File: src/rtl/rv32i_pkg.sv
// Shared definitions for the multicycle RV32I control path.
// Holds opcodes, FSM state encoding and datapath mux select encodings.
package rv32i_pkg;

   localparam logic [6:0] OP_LOAD   = 7'b0000011;
   localparam logic [6:0] OP_STORE  = 7'b0100011;
   localparam logic [6:0] OP_RTYPE  = 7'b0110011;
   localparam logic [6:0] OP_ITYPE  = 7'b0010011;
   localparam logic [6:0] OP_JAL    = 7'b1101111;
   localparam logic [6:0] OP_JALR   = 7'b1100111;
   localparam logic [6:0] OP_BRANCH = 7'b1100011;

   typedef enum logic [3:0] {
      S_FETCH     = 4'd0,
      S_DECODE    = 4'd1,
      S_MEMADR    = 4'd2,
      S_MEMREAD   = 4'd3,
      S_MEMWB     = 4'd4,
      S_MEMWRITE  = 4'd5,
      S_EXECR     = 4'd6,
      S_EXECI     = 4'd7,
      S_ALUWB     = 4'd8,
      S_JALR_CALC = 4'd9,
      S_JAL       = 4'd10,
      S_BRANCH    = 4'd11,
      S_TRAP      = 4'd12
   } state_t;

   localparam logic [1:0] IMM_I = 2'b00;
   localparam logic [1:0] IMM_S = 2'b01;
   localparam logic [1:0] IMM_B = 2'b10;
   localparam logic [1:0] IMM_J = 2'b11;

   localparam logic [1:0] RES_ALUOUT    = 2'b00;
   localparam logic [1:0] RES_MEMDATA   = 2'b01;
   localparam logic [1:0] RES_ALURESULT = 2'b10;

   localparam logic [1:0] SRCA_PC    = 2'b00;
   localparam logic [1:0] SRCA_OLDPC = 2'b01;
   localparam logic [1:0] SRCA_RS1   = 2'b10;

   localparam logic [1:0] SRCB_RS2  = 2'b00;
   localparam logic [1:0] SRCB_IMM  = 2'b01;
   localparam logic [1:0] SRCB_FOUR = 2'b10;

   localparam logic [1:0] ALUOP_ADD  = 2'b00;
   localparam logic [1:0] ALUOP_SUB  = 2'b01;
   localparam logic [1:0] ALUOP_FUNC = 2'b10;

   // Immediate format the decode stage should present for a given opcode.
   function automatic logic [1:0] imm_for_op(input logic [6:0] op);
      case (op)
         OP_STORE:  return IMM_S;
         OP_BRANCH: return IMM_B;
         OP_JAL:    return IMM_J;
         default:   return IMM_I;
      endcase
   endfunction

endpackage

File: src/rtl/branch_resolve.sv
// Branch condition evaluation from func3 and the ALU compare flags.
// 'bad' marks the two func3 codes that are not valid branch types.
module branch_resolve
   import rv32i_pkg::*;
(
   input  logic [2:0] func3,
   input  logic       Zero,
   input  logic       Lt,
   input  logic       Ltu,
   output logic       taken,
   output logic       bad
);

   // Select the compare flag (or its inverse) chosen by func3.
   always_comb begin
      taken = 1'b0;
      bad   = 1'b0;
      case (func3)
         3'b000:  taken = Zero;
         3'b001:  taken = ~Zero;
         3'b100:  taken = Lt;
         3'b101:  taken = ~Lt;
         3'b110:  taken = Ltu;
         3'b111:  taken = ~Ltu;
         default: bad   = 1'b1;
      endcase
   end

endmodule

File: src/rtl/multicycle_controller.sv
// Multicycle RV32I main control FSM.
// One state per datapath step; memory states stall on MemReady, illegal
// opcodes and branch types park the FSM in TRAP until reset.
module multicycle_controller
   import rv32i_pkg::*;
#(
   parameter int MEM_WAIT = 1
) (
   input  logic       clk,
   input  logic       rst,
   input  logic [6:0] op,
   input  logic [2:0] func3,
   input  logic       Zero,
   input  logic       Lt,
   input  logic       Ltu,
   input  logic       MemReady,
   output logic       MemReq,
   output logic       AdrSrc,
   output logic       MemWrite,
   output logic       IRWrite,
   output logic       PCWrite,
   output logic       RegWrite,
   output logic       Illegal,
   output logic [1:0] ResultSrc,
   output logic [1:0] ALUSrcA,
   output logic [1:0] ALUSrcB,
   output logic [1:0] ALUOp,
   output logic [1:0] ImmSrc
);

   state_t state;
   state_t state_next;
   logic   mem_ready;
   logic   br_taken;
   logic   br_bad;

   assign mem_ready = (MEM_WAIT != 0) ? MemReady : 1'b1;

   branch_resolve u_branch (
      .func3 (func3),
      .Zero  (Zero),
      .Lt    (Lt),
      .Ltu   (Ltu),
      .taken (br_taken),
      .bad   (br_bad)
   );

   // State register; reset wins over any pending transition.
   always_ff @(posedge clk) begin
      if (rst) state <= S_FETCH;
      else     state <= state_next;
   end

   // Sticky illegal flag, raised on entry to TRAP and cleared only by reset.
   always_ff @(posedge clk) begin
      if (rst)                      Illegal <= 1'b0;
      else if (state_next == S_TRAP) Illegal <= 1'b1;
   end

   // Next-state and per-state control outputs; enables are squashed during reset.
   always_comb begin
      state_next = state;
      MemReq     = 1'b0;
      AdrSrc     = 1'b0;
      MemWrite   = 1'b0;
      IRWrite    = 1'b0;
      PCWrite    = 1'b0;
      RegWrite   = 1'b0;
      ResultSrc  = RES_ALUOUT;
      ALUSrcA    = SRCA_PC;
      ALUSrcB    = SRCB_RS2;
      ALUOp      = ALUOP_ADD;
      ImmSrc     = IMM_I;
      case (state)
         S_FETCH: begin
            MemReq    = 1'b1;
            ALUSrcB   = SRCB_FOUR;
            ResultSrc = RES_ALURESULT;
            if (mem_ready) begin
               IRWrite    = 1'b1;
               PCWrite    = 1'b1;
               state_next = S_DECODE;
            end
         end
         S_DECODE: begin
            ALUSrcA = SRCA_OLDPC;
            ALUSrcB = SRCB_IMM;
            ImmSrc  = imm_for_op(op);
            case (op)
               OP_LOAD, OP_STORE: state_next = S_MEMADR;
               OP_RTYPE:          state_next = S_EXECR;
               OP_ITYPE:          state_next = S_EXECI;
               OP_JAL:            state_next = S_JAL;
               OP_JALR:           state_next = S_JALR_CALC;
               OP_BRANCH:         state_next = S_BRANCH;
               default:           state_next = S_TRAP;
            endcase
         end
         S_MEMADR: begin
            ALUSrcA    = SRCA_RS1;
            ALUSrcB    = SRCB_IMM;
            ImmSrc     = (op == OP_STORE) ? IMM_S : IMM_I;
            state_next = (op == OP_STORE) ? S_MEMWRITE : S_MEMREAD;
         end
         S_MEMREAD: begin
            MemReq = 1'b1;
            AdrSrc = 1'b1;
            if (mem_ready) state_next = S_MEMWB;
         end
         S_MEMWB: begin
            ResultSrc  = RES_MEMDATA;
            RegWrite   = 1'b1;
            state_next = S_FETCH;
         end
         S_MEMWRITE: begin
            MemReq   = 1'b1;
            AdrSrc   = 1'b1;
            MemWrite = 1'b1;
            if (mem_ready) state_next = S_FETCH;
         end
         S_EXECR: begin
            ALUSrcA    = SRCA_RS1;
            ALUSrcB    = SRCB_RS2;
            ALUOp      = ALUOP_FUNC;
            state_next = S_ALUWB;
         end
         S_EXECI: begin
            ALUSrcA    = SRCA_RS1;
            ALUSrcB    = SRCB_IMM;
            ALUOp      = ALUOP_FUNC;
            state_next = S_ALUWB;
         end
         S_ALUWB: begin
            RegWrite   = 1'b1;
            state_next = S_FETCH;
         end
         S_JALR_CALC: begin
            ALUSrcA    = SRCA_RS1;
            ALUSrcB    = SRCB_IMM;
            state_next = S_JAL;
         end
         S_JAL: begin
            ALUSrcA    = SRCA_OLDPC;
            ALUSrcB    = SRCB_FOUR;
            PCWrite    = 1'b1;
            state_next = S_ALUWB;
         end
         S_BRANCH: begin
            ALUSrcA = SRCA_RS1;
            ALUSrcB = SRCB_RS2;
            ALUOp   = ALUOP_SUB;
            ImmSrc  = IMM_B;
            if (br_bad) begin
               state_next = S_TRAP;
            end else begin
               PCWrite    = br_taken;
               state_next = S_FETCH;
            end
         end
         S_TRAP:  state_next = S_TRAP;
         default: state_next = S_FETCH;
      endcase
      if (rst) begin
         MemReq   = 1'b0;
         MemWrite = 1'b0;
         IRWrite  = 1'b0;
         PCWrite  = 1'b0;
         RegWrite = 1'b0;
      end
   end

endmodule

File: config.mk
export PLATFORM = sky130hd
export DESIGN_NAME = multicycle_controller
export DESIGN_NICKNAME = d
export VERILOG_FILES = /design/src/rtl/rv32i_pkg.sv /design/src/rtl/branch_resolve.sv /design/src/rtl/multicycle_controller.sv
export SDC_FILE = /design/constraint.sdc
export NUM_CORES = 1
export LEC_CHECK = 0
export BUFFER_PORTS_ARGS = -buffer_cell sky130_fd_sc_hd__buf_2
export CORE_MARGIN = 5
export CORE_UTILIZATION = 41
export DETAILED_ROUTE_END_ITERATION = 8
export MAX_ROUTING_LAYER = met4
export PLACE_DENSITY = 0.82
export SKIP_LAST_GASP = 1
export SLEW_MARGIN = 20
export SYNTH_ARGS = -nofsm -noshare
export SYNTH_HDL_FRONTEND = slang
export SYNTH_HIERARCHICAL = 1
export SYNTH_SLANG_ARGS = --single-unit
File: constraint.sdc
create_clock -name clk -period 1.47 [get_ports clk]
set_clock_uncertainty 0.05 [all_clocks]
set_input_delay 0 -clock clk [delete_from_list [all_inputs] [get_ports clk]]
set_output_delay 0 -clock clk [all_outputs]
set_load 0.005 [all_outputs]
==> key figures, run 1 <==
Detailed routing
  • Detailed-route DRC error count: 0
  • Number of DRC markers in iteration 0: 32
  • Routed WL: 2.61 mm
  • Routed vias: 1032
  • Drt wl/cell: 15.1 µm
  • Vias/cell: 5.97
  • Number of antenna-violating nets in the routed design: 0
  • DRT Pass-1 Iters: 4

Power
  • Pleak: 0.558 nW
  • Tot Pwr: 0.782 mW
  • Comb pwr share: 58.4%
  • Register share of total power: 21.6%
  • Sw Share: 39.9%
  • VDD IR-drop max: 0.486 mV
  • Int Pwr: 0.470 mW
  • PD cells: 657 mW/mm²
  • Sw power: 0.312 mW
  • Clock share of power: 20.0%

STA
  • Least-Margin Pin Slew: 0.476 ns
  • Final Hold Fails: 0
  • Unrepaired setup endpoints after global routing: yes
  • Final slew viol count: 0
  • Worst Slack Setup Final: -0.116 ns
  • Maximum clock rate: 630 MHz
  • Post-Route Setup TNS: -0.263 ns
  • Final setup viols: 8
  • Fin crit period: 1.59 ns
  • Final worst-path cycle share: 108%
  • Min Hold Slack: 0.0347 ns
  • Slew margin rel.: 67.9%

Logic synthesis
  • Top cells by instance count after synthesis: nor2_1, nand2_1, nor3_1
  • Syn Nets: 122
  • Seq/Total Area, Yosys: 14.5%
  • Synth area leader: dfxtp_1
  • Mean cell area of the mapped netlist: 6.53 µm²
  • Top FF cell, synth: dfxtp_1
  • Mapped Cells: 106
  • Cell Area, Synth: 692 µm²
  • Library cell with the highest instance count after synthesis: nor2_1
  • Synth unique cells: 39
  • Synth top area cells: dfxtp_1, nor3_1, nor2_1
  • Synth top area share: 14.5%
  • Asr flop ratio synth: 0%
  • Yosys Warn Count: 6
  • Number of synthesized flops with an enable pin: 0
  • #FFs+latches synth: 5

Global routing
  • M1 GR Usage: 20.1%
  • GR Util met2: 38.8%
  • Antenna violations before repair: 0
  • GRT busiest layer: met2
  • First-pass GRT wire length: 4.08 mm
  • Met3 Usage GRT: 2.62%
  • GRT overflow: 0
  • All-Layer GR Usage: 20.3%
  • Vias in the first global route: 1003
  • Largest net degree at the start of global routing: 15

Die
  • Core ar.: 0.00156 mm²
  • FP Rows: 14
  • DIE HEIGHT: 51.1 µm
  • Ports: 33
  • Die width: 51.1 µm
  • Die area: 0.00261 mm²
  • Starting Density: 44.4%

Critical path
  • Critical setup path kind: register to register
  • Required @ worst endpoint: 1.52 ns
  • Crit Path Max Fanout: 2
  • Slowest-stage cell, CP: a311oi_2
  • CP max stage delay: 0.39 ns
  • Reg2Reg Depth: 5
  • R2R Setup Slk: -0.12 ns
  • Startpoint Class: register
  • Worst-path cell chain: mux2_2, nand3_1, o22ai_1, a311oi_2, o32ai_2
  • WP data arrival: 1.64 ns
  • Crit. End Element: register

CTS
  • Sink Count: 5
  • # H-tree levels: 1
  • Worst-Skew Late Latency: 0.24 ns
  • Clock root buffer: clkbuf_4
  • Reg clk slew, reported paths: 0.05 ns
  • Cts bufs inserted: 3
  • CTS tree: built
  • Max clock buf depth: 2
  • CTS Hold Bufs: 0

Worst hold path
  • Hold Crit Class: input pin to register
  • Hold Path Depth: 2

Flow run
  • Max-cap violations: 0

Place
  • Final Wtd Congestion: 0.800
  • DP HPWL: 1.83 mm
  • Dpl ws: -0.0712 ns
  • I/O Buffers: 32
  • Placed Instance Area: 983 µm²

Final layout
  • Register Area: 110 µm²
  • Share of cells above drive strength 1: 55.4%
  • ANT cells: 0
  • Area grow syn2layout: 72.0%
  • Fin area: 0.00119 mm²
  • Multi-input logic area: 658 µm²
  • Fillers: 108
  • Final layout net count: 174

Outcome
  • Status: complete, but fails checks
  • Violated checks: negative setup slack
-- layer usage --
| metal | vias up | part of all wire (%) | wire length [µm] |
|---|---|---|---|
| met5 | - | 0 | 0 |
| met1 | 489 | 37 | 970 |
| met2 | 48 | 55 | 1430 |
| met4 | 0 | 0.88 | 23 |
| met3 | 4 | 7.2 | 187 |
| li1 | 491 | - | - |
-- sequential cells by signal (all words and copies together) (netlist names) --
name     cells
state        4
Illegal      1
-- critical path: cells and delay by family, from the launching register on --
kind	cells	cell delay (ns)
DFF	1	0.33
and+or+nand+nor	1	0.09
AOI/OAI and AO/OA	3	0.64
muxes	1	0.34
-- placed cells by master (no fill, tap or decap), types with 2 or more instances in the layout --
cell / count
o21ai_0: 4
nand2_1: 9
inv_1: 5
clkbuf_4: 3
a211oi_2: 2
nand3b_1: 2
nor3_1: 9
a21oi_2: 2
dfxtp_4: 2
nor3_2: 2
dfxtp_2: 2
a21o_1: 2
buf_2: 32
a21oi_1: 5
buf_4: 18
xor2_1: 2
nor4_1: 3
nand2b_4: 2
xnor2_1: 5
buf_6: 4
nor2_4: 3
nor2_1: 8
nor2_2: 2
-- through the flow --
stage	util, %	instances
2_1_floorplan	-	106
3_3_place_gp	63.1	165
3_5_place_dp	63.1	165
4_1_cts	69.7	172
5_1_grt	76.3	173
6_report	76.3	173
-- worst paths after layout --
path	startpoint	to
setup reg to reg	state[3]$_SDFF_PP0_	Illegal$_SDFFE_PP0N_
hold / removal	rst	Illegal$_SDFFE_PP0N_
setup / recovery	state[3]$_SDFF_PP0_	Illegal$_SDFFE_PP0N_
hold reg to reg	Illegal$_SDFFE_PP0N_	Illegal$_SDFFE_PP0N_
-- cell families after synthesis --
logic type | after synthesis | share of synthesized area (%)
compound gates | 27 | 27.7
flops | 5 | 14.5
buf+inv | 13 | 7.23
xor+xnor | 7 | 8.86
simple gates | 52 | 38.7
mux | 2 | 3.07
-- power by group through the flow --
stage | clock network, mW | registers (mW) | logic (mW)
after floorplan | 0 | 0.156 | 0.212
after global placement | 0 | 0.166 | 0.350
after detailed placement | 0 | 0.166 | 0.363
after CTS | 0.162 | 0.165 | 0.395
after global routing | 0.170 | 0.171 | 0.491
final | 0.157 | 0.169 | 0.456
-- cell type report --
type	count	share of cell area, %
repair buffers	55	29.9
inverters	5	1.58
well taps	16	1.68
multi-input cells	88	55.3
clock inverters	1	0.421
flip-flops and latches	5	9.25
clock buffers	3	1.89
-- what timing repair did --
action / 4_1_cts / 5_1_grt
gates resized for setup: 16 / 23
endpoints found under the setup margin: 8 / 10
pin swaps: 5 / 6
buffers inserted: 3 / 2
No activity file was read; power rests on OpenSTA's default activity.
==> run 2, diff against run 1 <==
--- a/config.mk
+++ b/config.mk
@@ -7,2 +7,3 @@
 export LEC_CHECK = 0
+export ABC_CLOCK_PERIOD_IN_PS = 1470
 export BUFFER_PORTS_ARGS = -buffer_cell sky130_fd_sc_hd__buf_2
--- a/constraint.sdc
+++ b/constraint.sdc
@@ -4,2 +4,2 @@
 set_output_delay 0 -clock clk [all_outputs]
-set_load 0.005 [all_outputs]
+set_load 0.1 [all_outputs]
==> key figures, run 2 <==
Outcome
  • Status: did not finish
  • Fail Step: clock tree synthesis
  • Err: [ERROR DPL-0038] Utilization greater than 100%, impossible to legalize

Logic synthesis
  • Largest family of logic cells by synthesized area: simple AND/OR/NAND/NOR gates
  • XOR/XNOR share of the synthesized area: 8.86%
  • Synth unique cells: 39
  • Top cells by instance count after synthesis: nor2_1, nand2_1, nor3_1
  • Seq/Total Area, Yosys: 14.5%
  • Adder-cell area share of the yosys netlist: 0%
  • Library cell with the highest instance count after synthesis: nor2_1
  • Synth top area cells: dfxtp_1, nor3_1, nor2_1
  • Synth Area in Simple Gates: 38.7%
  • Yosys Warn Count: 6
  • Top FF cell, synth: dfxtp_1
  • #FFs+latches synth: 5
  • Number of synthesized flops with an enable pin: 0
  • Synth area leader: dfxtp_1
  • Synth top area share: 14.5%
  • Compound-Gate Fraction of Synth Area: 27.7%
  • Asr flop ratio synth: 0%
  • Mapped Cells: 106
  • Syn Nets: 122
  • Post-synthesis mux area share: 3.07%
  • Mean cell area of the mapped netlist: 6.53 µm²
  • Cell Area, Synth: 692 µm²

Place
  • Placed Instance Area: 0.00144 mm²
  • Final Wtd Congestion: 0.987
  • Dpl ws: -0.164 ns
  • DP HPWL: 2.73 mm
  • I/O Buffers: 32

CTS
  • CTS Hold Bufs: 0
  • Max clock buf depth: 2
  • Cts bufs inserted: 3
  • # H-tree levels: 1
  • Post-CTS Resized: 36
  • Post-CTS setup buffers: 13
  • Clock root buffer: clkbuf_4
  • Sink Count: 5

Die
  • DIE HEIGHT: 51.1 µm
  • Die width: 51.1 µm
  • FP Rows: 14
  • Starting Density: 44.4%
  • Ports: 33
==> run 2: metrics by stage <==
stage	hold WS, ns	instances
floorplan	0.0438	106
global placement	0.323	168
detailed placement	0.374	168
==> run 2: cells by family after synthesis <==
family          after synthesis
flops                         5
compound gates               27
simple gates                 52
mux                           2
buf+inv                      13
xor+xnor                      7
==> run 3, diff against run 2 <==
ABC_CLOCK_PERIOD_IN_PS = 1900   (was 1470)
CORE_AREA = 5 5 66 68   (was unset)
CORE_MARGIN = unset   (was 5)
CORE_UTILIZATION = unset   (was 41)
DIE_AREA = 0 0 71 73   (was unset)
MAX_ROUTING_LAYER = unset   (was met4)
PLACE_DENSITY = unset   (was 0.82)
PLACE_DENSITY_LB_ADDON = 0.15   (was unset)
clock period = 1.9 ns   (was 1.47 ns; I/O delays follow)
==> key figures, run 3 (synthesis results as in run 1) <==
Die
  • DIE HEIGHT: 73 µm
  • Core ar.: 0.00380 mm²
  • Die area: 0.00518 mm²
  • Ports: 33
  • Die width: 71 µm
  • FP Rows: 23
  • Starting Density: 18.2%

Critical path
  • CP max stage delay: 0.32 ns
  • Critical path buffer and inverter count: 2
  • CP startpoint: state[3]$_SDFF_PP0_
  • Crit. End Element: output port
  • CP delay by family, top: simple AND/OR/NAND/NOR gates
  • Startpoint Class: register
  • Worst-path cell chain: buf_4, nor2_1, nand2_1, nor3_2, a31oi_1, a21oi_4, buf_12
  • Reg2Reg Depth: 6
  • Slowest-stage cell, CP: dfxtp_1
  • Critical setup path kind: register to output port
  • Worst r2r src: state[3]$_SDFF_PP0_
  • Reg2Reg Capture Point: Illegal$_SDFFE_PP0N_
  • Required @ worst endpoint: 1.85 ns
  • R2R Setup Slk: 0.32 ns
  • Total stage count of the critical path: 7
  • WP data arrival: 1.72 ns
  • Crit Path Max Fanout: 6

CTS
  • Post-CTS Resized: 1
  • CTS tree: built
  • Max clock buf depth: 2
  • Sink Count: 5
  • Post-CTS setup buffers: 0
  • Cts bufs inserted: 3
  • # H-tree levels: 1
  • Clock root buffer: clkbuf_8
  • Reg clk slew, reported paths: 0.04 ns
  • CTS Hold Bufs: 0
  • Worst-Skew Late Latency: 0.22 ns

Power
  • Pleak: 0.548 nW
  • Sw power: 0.509 mW
  • Register share of total power: 13.3%
  • Int Pwr: 0.483 mW
  • Comb pwr share: 67.1%
  • PD cells: 719 mW/mm²
  • Clock share of power: 19.7%
  • VDD IR-drop max: 0.174 mV
  • Sw Share: 51.3%

STA
  • Least-Margin Pin Slew: 0.496 ns
  • Maximum clock rate: 566 MHz
  • Final worst-path cycle share: 93.0%
  • Unrepaired setup endpoints after global routing: no
  • Final setup viols: 0
  • Worst Slack Setup Final: 0.134 ns
  • Final slew viol count: 0
  • Final Hold Fails: 0
  • Slew margin rel.: 67.1%
  • Fin crit period: 1.77 ns

Final layout
  • Commonest non-fill, non-tap cell in the layout: buf_2
  • Util after Layout: 36.3%
  • Commonest cells after routing, fill and taps aside: buf_2, buf_12, nor2_1
  • ANT cells: 0
  • Share of cells above drive strength 1: 46.9%
  • Final layout net count: 160
  • Area grow syn2layout: 99.5%
  • Biggest regs: state: 4 flops, Illegal: 1 flops
  • Most flop-heavy register: state
  • Largest register FFs: 4
  • Fin area: 0.00138 mm²

Detailed routing
  • Number of DRC markers in iteration 0: 26
  • Drt wl/cell: 12.3 µm
  • Vias/cell: 4.66
  • Routed vias: 900
  • Number of antenna-violating nets in the routed design: 0
  • Detailed-route DRC error count: 0
  • Routed WL: 2.38 mm
  • DRT Pass-1 Iters: 4

Global routing
  • Vias in the first global route: 916
  • First-pass GRT wire length: 4.02 mm
  • Antenna violations before repair: 0
  • All-Layer GR Usage: 9.38%
  • Largest net degree at the start of global routing: 17
  • GRT overflow: 0

Place
  • Final Wtd Congestion: 0.817
  • Placed Instance Area: 0.00133 mm²
  • DP HPWL: 2.02 mm
  • I/O Buffers: 32
  • Dpl ws: 0.220 ns

Worst hold path
  • Hold Path Depth: 2
  • Hold_sp: rst
  • WHS Endpoint: Illegal$_SDFFE_PP0N_
  • Hold Crit Class: input pin to register

Flow run
  • Max-cap violations: 0

Outcome
  • Status: completed
## run 3: metal layers
metal | share of wire [%] | vias up | GRT usage, %
met5 | 0 | - | 0
met4 | 0 | 0 | 1.88
met3 | 6.4 | 0 | 3.03
met2 | 51 | 28 | 17.1
met1 | 42 | 412 | 10.7
li1 | - | 460 | -
## run 3: area by class of cell
cell class	instances	area, µm²
sequential	5	103
fill	409	2420
multi-input combinational	88	701
tap	50	62.6
timing repair buffer	41	450
clock buffer	4	45.0
inverter	5	18.8
## run 3: metrics by stage
stage	hold WS, ns	instances	setup TNS [ns]	power (mW)
6_report	0.133	193	0	0.993
5_1_grt	0.156	193	0	1.04
4_1_cts	0.143	193	0	1.00
3_5_place_dp	0.373	189	0	0.804
3_3_place_gp	0.337	189	0	0.798
2_1_floorplan	0.0438	106	-0.888	0.606
## run 3: worst max-delay path by stage
stage / slack [ns] / end
detailed placement: 0.22 / ImmSrc[0]
floorplan: -0.46 / PCWrite
finish: 0.13 / ImmSrc[0]
global route: 0.02 / ImmSrc[0]
global placement: 0.27 / ImmSrc[0]
CTS: 0.07 / ImmSrc[0]
## run 3: power groups by stage
stage	sequential (mW)	clock, mW	combinational, mW
floorplan	0.130	0	0.476
global placement	0.133	0	0.665
detailed placement	0.133	0	0.670
CTS	0.132	0.200	0.671
global route	0.134	0.211	0.698
finish	0.132	0.195	0.666
